==> config.mk <==
export PLATFORM = sky130hd
export DESIGN_NAME = instr_fetch_unit
export DESIGN_NICKNAME = d
export VERILOG_FILES = /design/src/rtl/instr_fetch_unit.sv
export SDC_FILE = /design/constraint.sdc
export NUM_CORES = 1
export LEC_CHECK = 0
export ABC_AREA = 1
export BUFFER_PORTS_ARGS = -buffer_cell sky130_fd_sc_hd__buf_2
export CAP_MARGIN = 20
export CORE_ASPECT_RATIO = 0.7
export CORE_MARGIN = 2
export CORE_UTILIZATION = 36
export CTS_CLUSTER_DIAMETER = 200
export DETAILED_ROUTE_END_ITERATION = 7
export PLACE_DENSITY = 0.56
export SYNTH_ARGS = -nofsm -noshare
export SYNTH_HDL_FRONTEND = slang
export SYNTH_SLANG_ARGS = --single-unit
==> constraint.sdc <==
create_clock -name iCLK -period 6 [get_ports iCLK]
set_input_delay 1.8 -clock iCLK [delete_from_list [all_inputs] [get_ports iCLK]]
set_output_delay 1.8 -clock iCLK [all_outputs]
set_load 0.05 [all_outputs]
==> src/rtl/instr_fetch_unit.sv <==
// -----------------------------------------------------------------------------
// instr_fetch_unit
//   Sequential instruction fetcher feeding a 2-entry {PC, instr} buffer.
//   - Code memory answers one cycle after a request (oMemRead/oAddress).
//   - At most one request is in flight; the in-flight tag remembers its PC.
//   - A request is issued only if the buffer will still have room for its
//     response, so the buffer can never overflow.
//   - Redirect flushes the buffer, kills the in-flight response and restarts
//     fetch at iRedirectPC.
//   - An illegal fetch address (misaligned or >= MEM_TOP) halts fetching.
//     The halt is sticky until the next redirect or reset, and the offending
//     address is reported.
//
// Downstream handshake: oValid is a valid flag and !iStall is a ready flag.
// A head entry transfers (pops) in every cycle where oValid=1 and iStall=0.
// oInstr/oPC do not change while oValid=1 and iStall=1, unless a redirect
// or reset intervenes.
// -----------------------------------------------------------------------------
module instr_fetch_unit #(
   parameter logic [31:0] RESET_PC = 32'h0000_0000,
   parameter logic [31:0] MEM_TOP  = 32'h0000_6000
) (
   input  logic        iCLK,
   input  logic        iRST,
   output logic [31:0] oAddress,
   output logic        oMemRead,
   output logic [3:0]  oByteEnable,
   input  logic [31:0] iMemData,
   input  logic        iStall,
   input  logic        iRedirect,
   input  logic [31:0] iRedirectPC,
   output logic        oValid,
   output logic [31:0] oInstr,
   output logic [31:0] oPC,
   output logic        oFault,
   output logic [31:0] oFaultPC
);

   // fetch state
   logic [31:0] fetch_pc_q, fetch_pc_d;
   logic        tag_valid_q, tag_valid_d;
   logic [31:0] tag_pc_q, tag_pc_d;
   logic        fault_q, fault_d;
   logic [31:0] fault_pc_q, fault_pc_d;
   logic [31:0] addr_q, addr_d;

   // two-entry circular buffer: rd_ptr points at the head
   logic [31:0] fifo_pc_q [2];
   logic [31:0] fifo_pc_d [2];
   logic [31:0] fifo_instr_q [2];
   logic [31:0] fifo_instr_d [2];
   logic        rd_ptr_q, rd_ptr_d;
   logic [1:0]  count_q, count_d;

   // per-cycle decisions
   logic        pop;
   logic        push;
   logic        pc_legal;
   logic        issue;
   logic        fault_detect;
   logic [2:0]  occupancy;
   logic        wr_idx;

   // Decide pop/issue/fault for this cycle from the current state and inputs.
   always_comb begin
      pop       = (count_q != 2'd0) && !iStall;
      push      = tag_valid_q;
      pc_legal  = (fetch_pc_q[1:0] == 2'b00) && (fetch_pc_q < MEM_TOP);
      // slots the buffer will hold after this cycle's pop and the pending push
      occupancy = {1'b0, count_q} + {2'b00, tag_valid_q} - {2'b00, pop};
      issue        = !iRST && !iRedirect && !fault_q && pc_legal
                     && (occupancy < 3'd2);
      fault_detect = !iRST && !iRedirect && !fault_q && !pc_legal;
      // a push lands behind the current contents; with count=2 this is only
      // reachable together with a pop, so the freed head slot is reused
      wr_idx    = rd_ptr_q ^ count_q[0];
   end

   // Memory-side outputs: the request is combinational so the response
   // arrives in the very next cycle; the address otherwise holds.
   always_comb begin
      oMemRead    = issue;
      oAddress    = issue ? fetch_pc_q : addr_q;
      oByteEnable = 4'b1111;
   end

   // Next-state computation; redirect overrides stall, pop and push.
   always_comb begin
      fetch_pc_d   = fetch_pc_q;
      tag_valid_d  = tag_valid_q;
      tag_pc_d     = tag_pc_q;
      fault_d      = fault_q;
      fault_pc_d   = fault_pc_q;
      addr_d       = oAddress;
      fifo_pc_d    = fifo_pc_q;
      fifo_instr_d = fifo_instr_q;
      rd_ptr_d     = rd_ptr_q;
      count_d      = count_q;

      if (iRedirect) begin
         count_d     = 2'd0;
         tag_valid_d = 1'b0;
         fetch_pc_d  = iRedirectPC;
         fault_d     = 1'b0;
         fault_pc_d  = 32'd0;
      end else begin
         if (push) begin
            fifo_pc_d[wr_idx]    = tag_pc_q;
            fifo_instr_d[wr_idx] = iMemData;
         end
         if (pop) begin
            rd_ptr_d = ~rd_ptr_q;
         end
         count_d = count_q + {1'b0, push} - {1'b0, pop};

         tag_valid_d = issue;
         if (issue) begin
            tag_pc_d   = fetch_pc_q;
            fetch_pc_d = fetch_pc_q + 32'd4;
         end

         if (fault_detect) begin
            fault_d    = 1'b1;
            fault_pc_d = fetch_pc_q;
         end
      end
   end

   // State registers with synchronous reset; reset beats any redirect or
   // response arriving in the same cycle.
   always_ff @(posedge iCLK) begin
      if (iRST) begin
         fetch_pc_q  <= RESET_PC;
         tag_valid_q <= 1'b0;
         tag_pc_q    <= 32'd0;
         fault_q     <= 1'b0;
         fault_pc_q  <= 32'd0;
         addr_q      <= 32'd0;
         rd_ptr_q    <= 1'b0;
         count_q     <= 2'd0;
         for (int i = 0; i < 2; i++) begin
            fifo_pc_q[i]    <= 32'd0;
            fifo_instr_q[i] <= 32'd0;
         end
      end else begin
         fetch_pc_q   <= fetch_pc_d;
         tag_valid_q  <= tag_valid_d;
         tag_pc_q     <= tag_pc_d;
         fault_q      <= fault_d;
         fault_pc_q   <= fault_pc_d;
         addr_q       <= addr_d;
         rd_ptr_q     <= rd_ptr_d;
         count_q      <= count_d;
         fifo_pc_q    <= fifo_pc_d;
         fifo_instr_q <= fifo_instr_d;
      end
   end

   // Downstream outputs come straight from the buffer head and fault flops.
   always_comb begin
      oValid   = (count_q != 2'd0);
      oInstr   = fifo_instr_q[rd_ptr_q];
      oPC      = fifo_pc_q[rd_ptr_q];
      oFault   = fault_q;
      oFaultPC = fault_pc_q;
   end

endmodule

==> impl_metrics.json <==
{
  "drc": 0,
  "port_buffers": 198,
  "pwr-share-comb_pct": 5.5,
  "vias": 9314,
  "p_int_mw": 2.89,
  "gr-usage-all-layers_pct": 19.4,
  "critPathRequiredTime_ps": 4200,
  "startpoint_type": "input port",
  "rsz0062_at_grt": "no",
  "fin_ws_ps": 208,
  "cp_max_fo": 17,
  "critical_path_buf_inv_count": 6,
  "max-cap-violations": 0,
  "min_period_ps": 5790,
  "placed_area_um2": 11500,
  "synth_top_cell_by_area": "dfxtp_1",
  "avgRoutedWirePerCell_um": 14.9,
  "die_height_um": 146,
  "layout.nets": 1665,
  "wl_mm": 29.5,
  "worst_path_most_repeated_cell": "inv_1",
  "stdcell_area_um2": 12500,
  "power_leakage_nw": 5.81,
  "clockRootBuffer": "clkbuf_16",
  "synth_top_area_share_pct": 50.6,
  "crit_slowest_cell": "fa_1",
  "grt_max_degree": 70,
  "post-place-ws_ps": -26.9,
  "skew_ps": 14.5,
  "dr.pass1.iters": 5,
  "antenna_cells": 0,
  "drive_gt1_share_pct": 17.6,
  "clkPwrFrac_pct": 47.3,
  "worst_pin_slew_ps": 961,
  "cts_hold_buf": 0,
  "grt_pass1_vias": 8561,
  "crit_path_start": "iStall",
  "cts_buffer_depth": 3,
  "cp_cell_sequence": "buf_2 > a21oi_2 > ha_1 > inv_1 > ha_1 > fa_1 > inv_1 > nand3_1 > nor2_2 > nand4_4 > buf_12 > nand2_1 > nand2_1 > inv_1 > clkbuf_4",
  "grt_pass1_wl_mm": 47.0,
  "dieArea_um2": 30100,
  "ant_nets": 0,
  "core_area_um2": 28000,
  "holdWs_ps": 449,
  "slew_headroom_pct": 35.8,
  "start_util_pct": 36.8,
  "syn_area_um2": 10300,
  "drt-initial-drc-count": 504,
  "synth_edf_count": 0,
  "antenna_found_initial": 0,
  "hold_path_class": "register to register",
  "ir_drop_v": 0.000208,
  "finalSetupViolations": 0,
  "clock-sinks": 261,
  "dp_hpwl_mm": 18.4,
  "max_freq_mhz": 173,
  "synth_common_cells": "nand2_1 (342), nor2_1 (265), dfxtp_1 (261)",
  "switchingPower_mw": 0.881,
  "ys_warn_count": 0,
  "cts_tree": "yes",
  "slew_viol_final": 0,
  "ys_seq_elements": 261,
  "swShare_pct": 23.4,
  "via_per_inst": 4.70,
  "gp_congestion": 0.762,
  "netlist_top_cells_area": "dfxtp_1 (51%), nand2_1 (12%), nor2_1 (9.6%)",
  "synth_area_per_cell_um2": 7.16,
  "status": "finished clean",
  "htreeDepth": 1,
  "cp_top_family": "adder cells",
  "hold_violations": 0,
  "p_per_area_nw_per_um2": 301,
  "io_pins": 203,
  "cts-buffers-inserted": 28,
  "hp-start": "addr_q[28]$_SDFF_PP0_",
  "clock_latency_ps": 560,
  "clkSlewWorstSetupHoldPaths_ps": 60,
  "cp-end-kind": "output port",
  "synth-main-ff-cell": "dfxtp_1",
  "syn_to_final_growth_pct": 21.5,
  "die_x_um": 206,
  "yosysUniqueCellTypes": 26,
  "finalCritPeriodShare_pct": 96.5,
  "p_seq_share_pct": 47.1,
  "slowest_delay_ps": 410,
  "row_count": 51,
  "synth-seq-area-share_pct": 50.6,
  "critPathKind": "input port to output port",
  "syn-instance-count": 1442,
  "arrival_ps": 3990,
  "yosysMostFrequentCell": "nand2_1",
  "grt_overflow": 0,
  "async_flop_share_pct": 0,
  "crit-reg2reg-launch": "count_q[1]$_SDFF_PP0_"
}
## cells by family after synthesis
kind of cell	synth area share [%]
other	0.0363
AOI/OAI and AO/OA	12.3
xor gates and xnor gates	0.509
buffers and inverters	7.75
adders and majority gates	0.558
and+or+nand+nor	28.2
DFF	50.6
## state kept, by name, summed over array words and instances, names as in the netlist
signal and count:
fetch_pc_q 32, push 1, fifo_pc_q 64, fifo_instr_q 64, oFault 1, addr_q 32
rd_ptr_q 1, tag_pc_q 32, count_q 2, oFaultPC 32
## final cells by class
| cell class | instances | area, µm² |
|---|---|---|
| Tap cell | 371 | 464 |
| Sequential cell | 261 | 5230 |
| Fill cell | 2924 | 15500 |
| Timing Repair Buffer | 223 | 1250 |
| Clock inverter | 11 | 169 |
| Multi-Input combinational cell | 992 | 4310 |
| Clock buffer | 38 | 778 |
| Inverter | 87 | 342 |
## worst reg2reg max path, cell delays in order, from the launching register on
cell,delay (ps)
dfxtp_1,310
inv_1,150
a21oi_2,90
ha_1,270
inv_1,40
ha_1,180
fa_1,430
inv_1,90
nand3_1,90
nor2_2,130
nand4_4,190
buf_12,230
buf_4,210
nand2_2,270
nand2_1,130
a21oi_1,130
## layout by cell type (no fill, tap or decap), types with 5 or more instances in the layout
| master | instances |
|---|---|
| nor2_1 | 265 |
| a21oi_1 | 85 |
| nor2_2 | 5 |
| nor3_1 | 20 |
| clkbuf_16 | 28 |
| buf_4 | 23 |
| dfxtp_1 | 260 |
| clkinv_2 | 5 |
| o21ai_0 | 168 |
| buf_2 | 194 |
| nand3_1 | 83 |
| inv_1 | 81 |
| clkbuf_1 | 6 |
| nand2_1 | 341 |
## routing by layer
layer	global-route usage (%)	part of all wire, %
met1	28.7	50
met2	29.9	43
met3	3.22	5.2
met4	3.36	1.4
met5	0	0
## power groups by stage
stage               Sequential [mW]  Clock [mW]  Combinational, mW
floorplan                      1.83           0              0.128
global route                   1.78        1.90              0.233
finish                         1.78        1.79              0.209
detailed placement             1.82           0              0.209
CTS                            1.78        1.84              0.210
global placement               1.82           0              0.209
## metrics by stage
step	std cells	TNS, ps	power (mW)	utilization (%)
final	1983	0	3.77	44.8
after CTS	1982	0	3.82	44.6
after floorplan	1445	0	1.96	-
after detailed placement	1933	-128	2.02	41.2
after global placement	1933	0	2.02	41.2
after global routing	1983	0	3.92	44.8
## final timing paths
path | cells after the start | end | slack [ps]
min reg2reg | 2 | addr_q[28]$_SDFF_PP0_ | 450
min | 2 | addr_q[28]$_SDFF_PP0_ | 450
max | 15 | oAddress[2] | 210
max reg2reg | 15 | fetch_pc_q[8]$_SDFFE_PP0P_ | 3000
## repair_timing
action	4_1_cts	5_1_grt
setup buffers	0	0
pin swaps	0	0
gates resized for setup	1	9
endpoints found under the hold margin	0	0
setup endpoints to repair	19	32
Note: power is estimated with default switching activity, not from simulation.
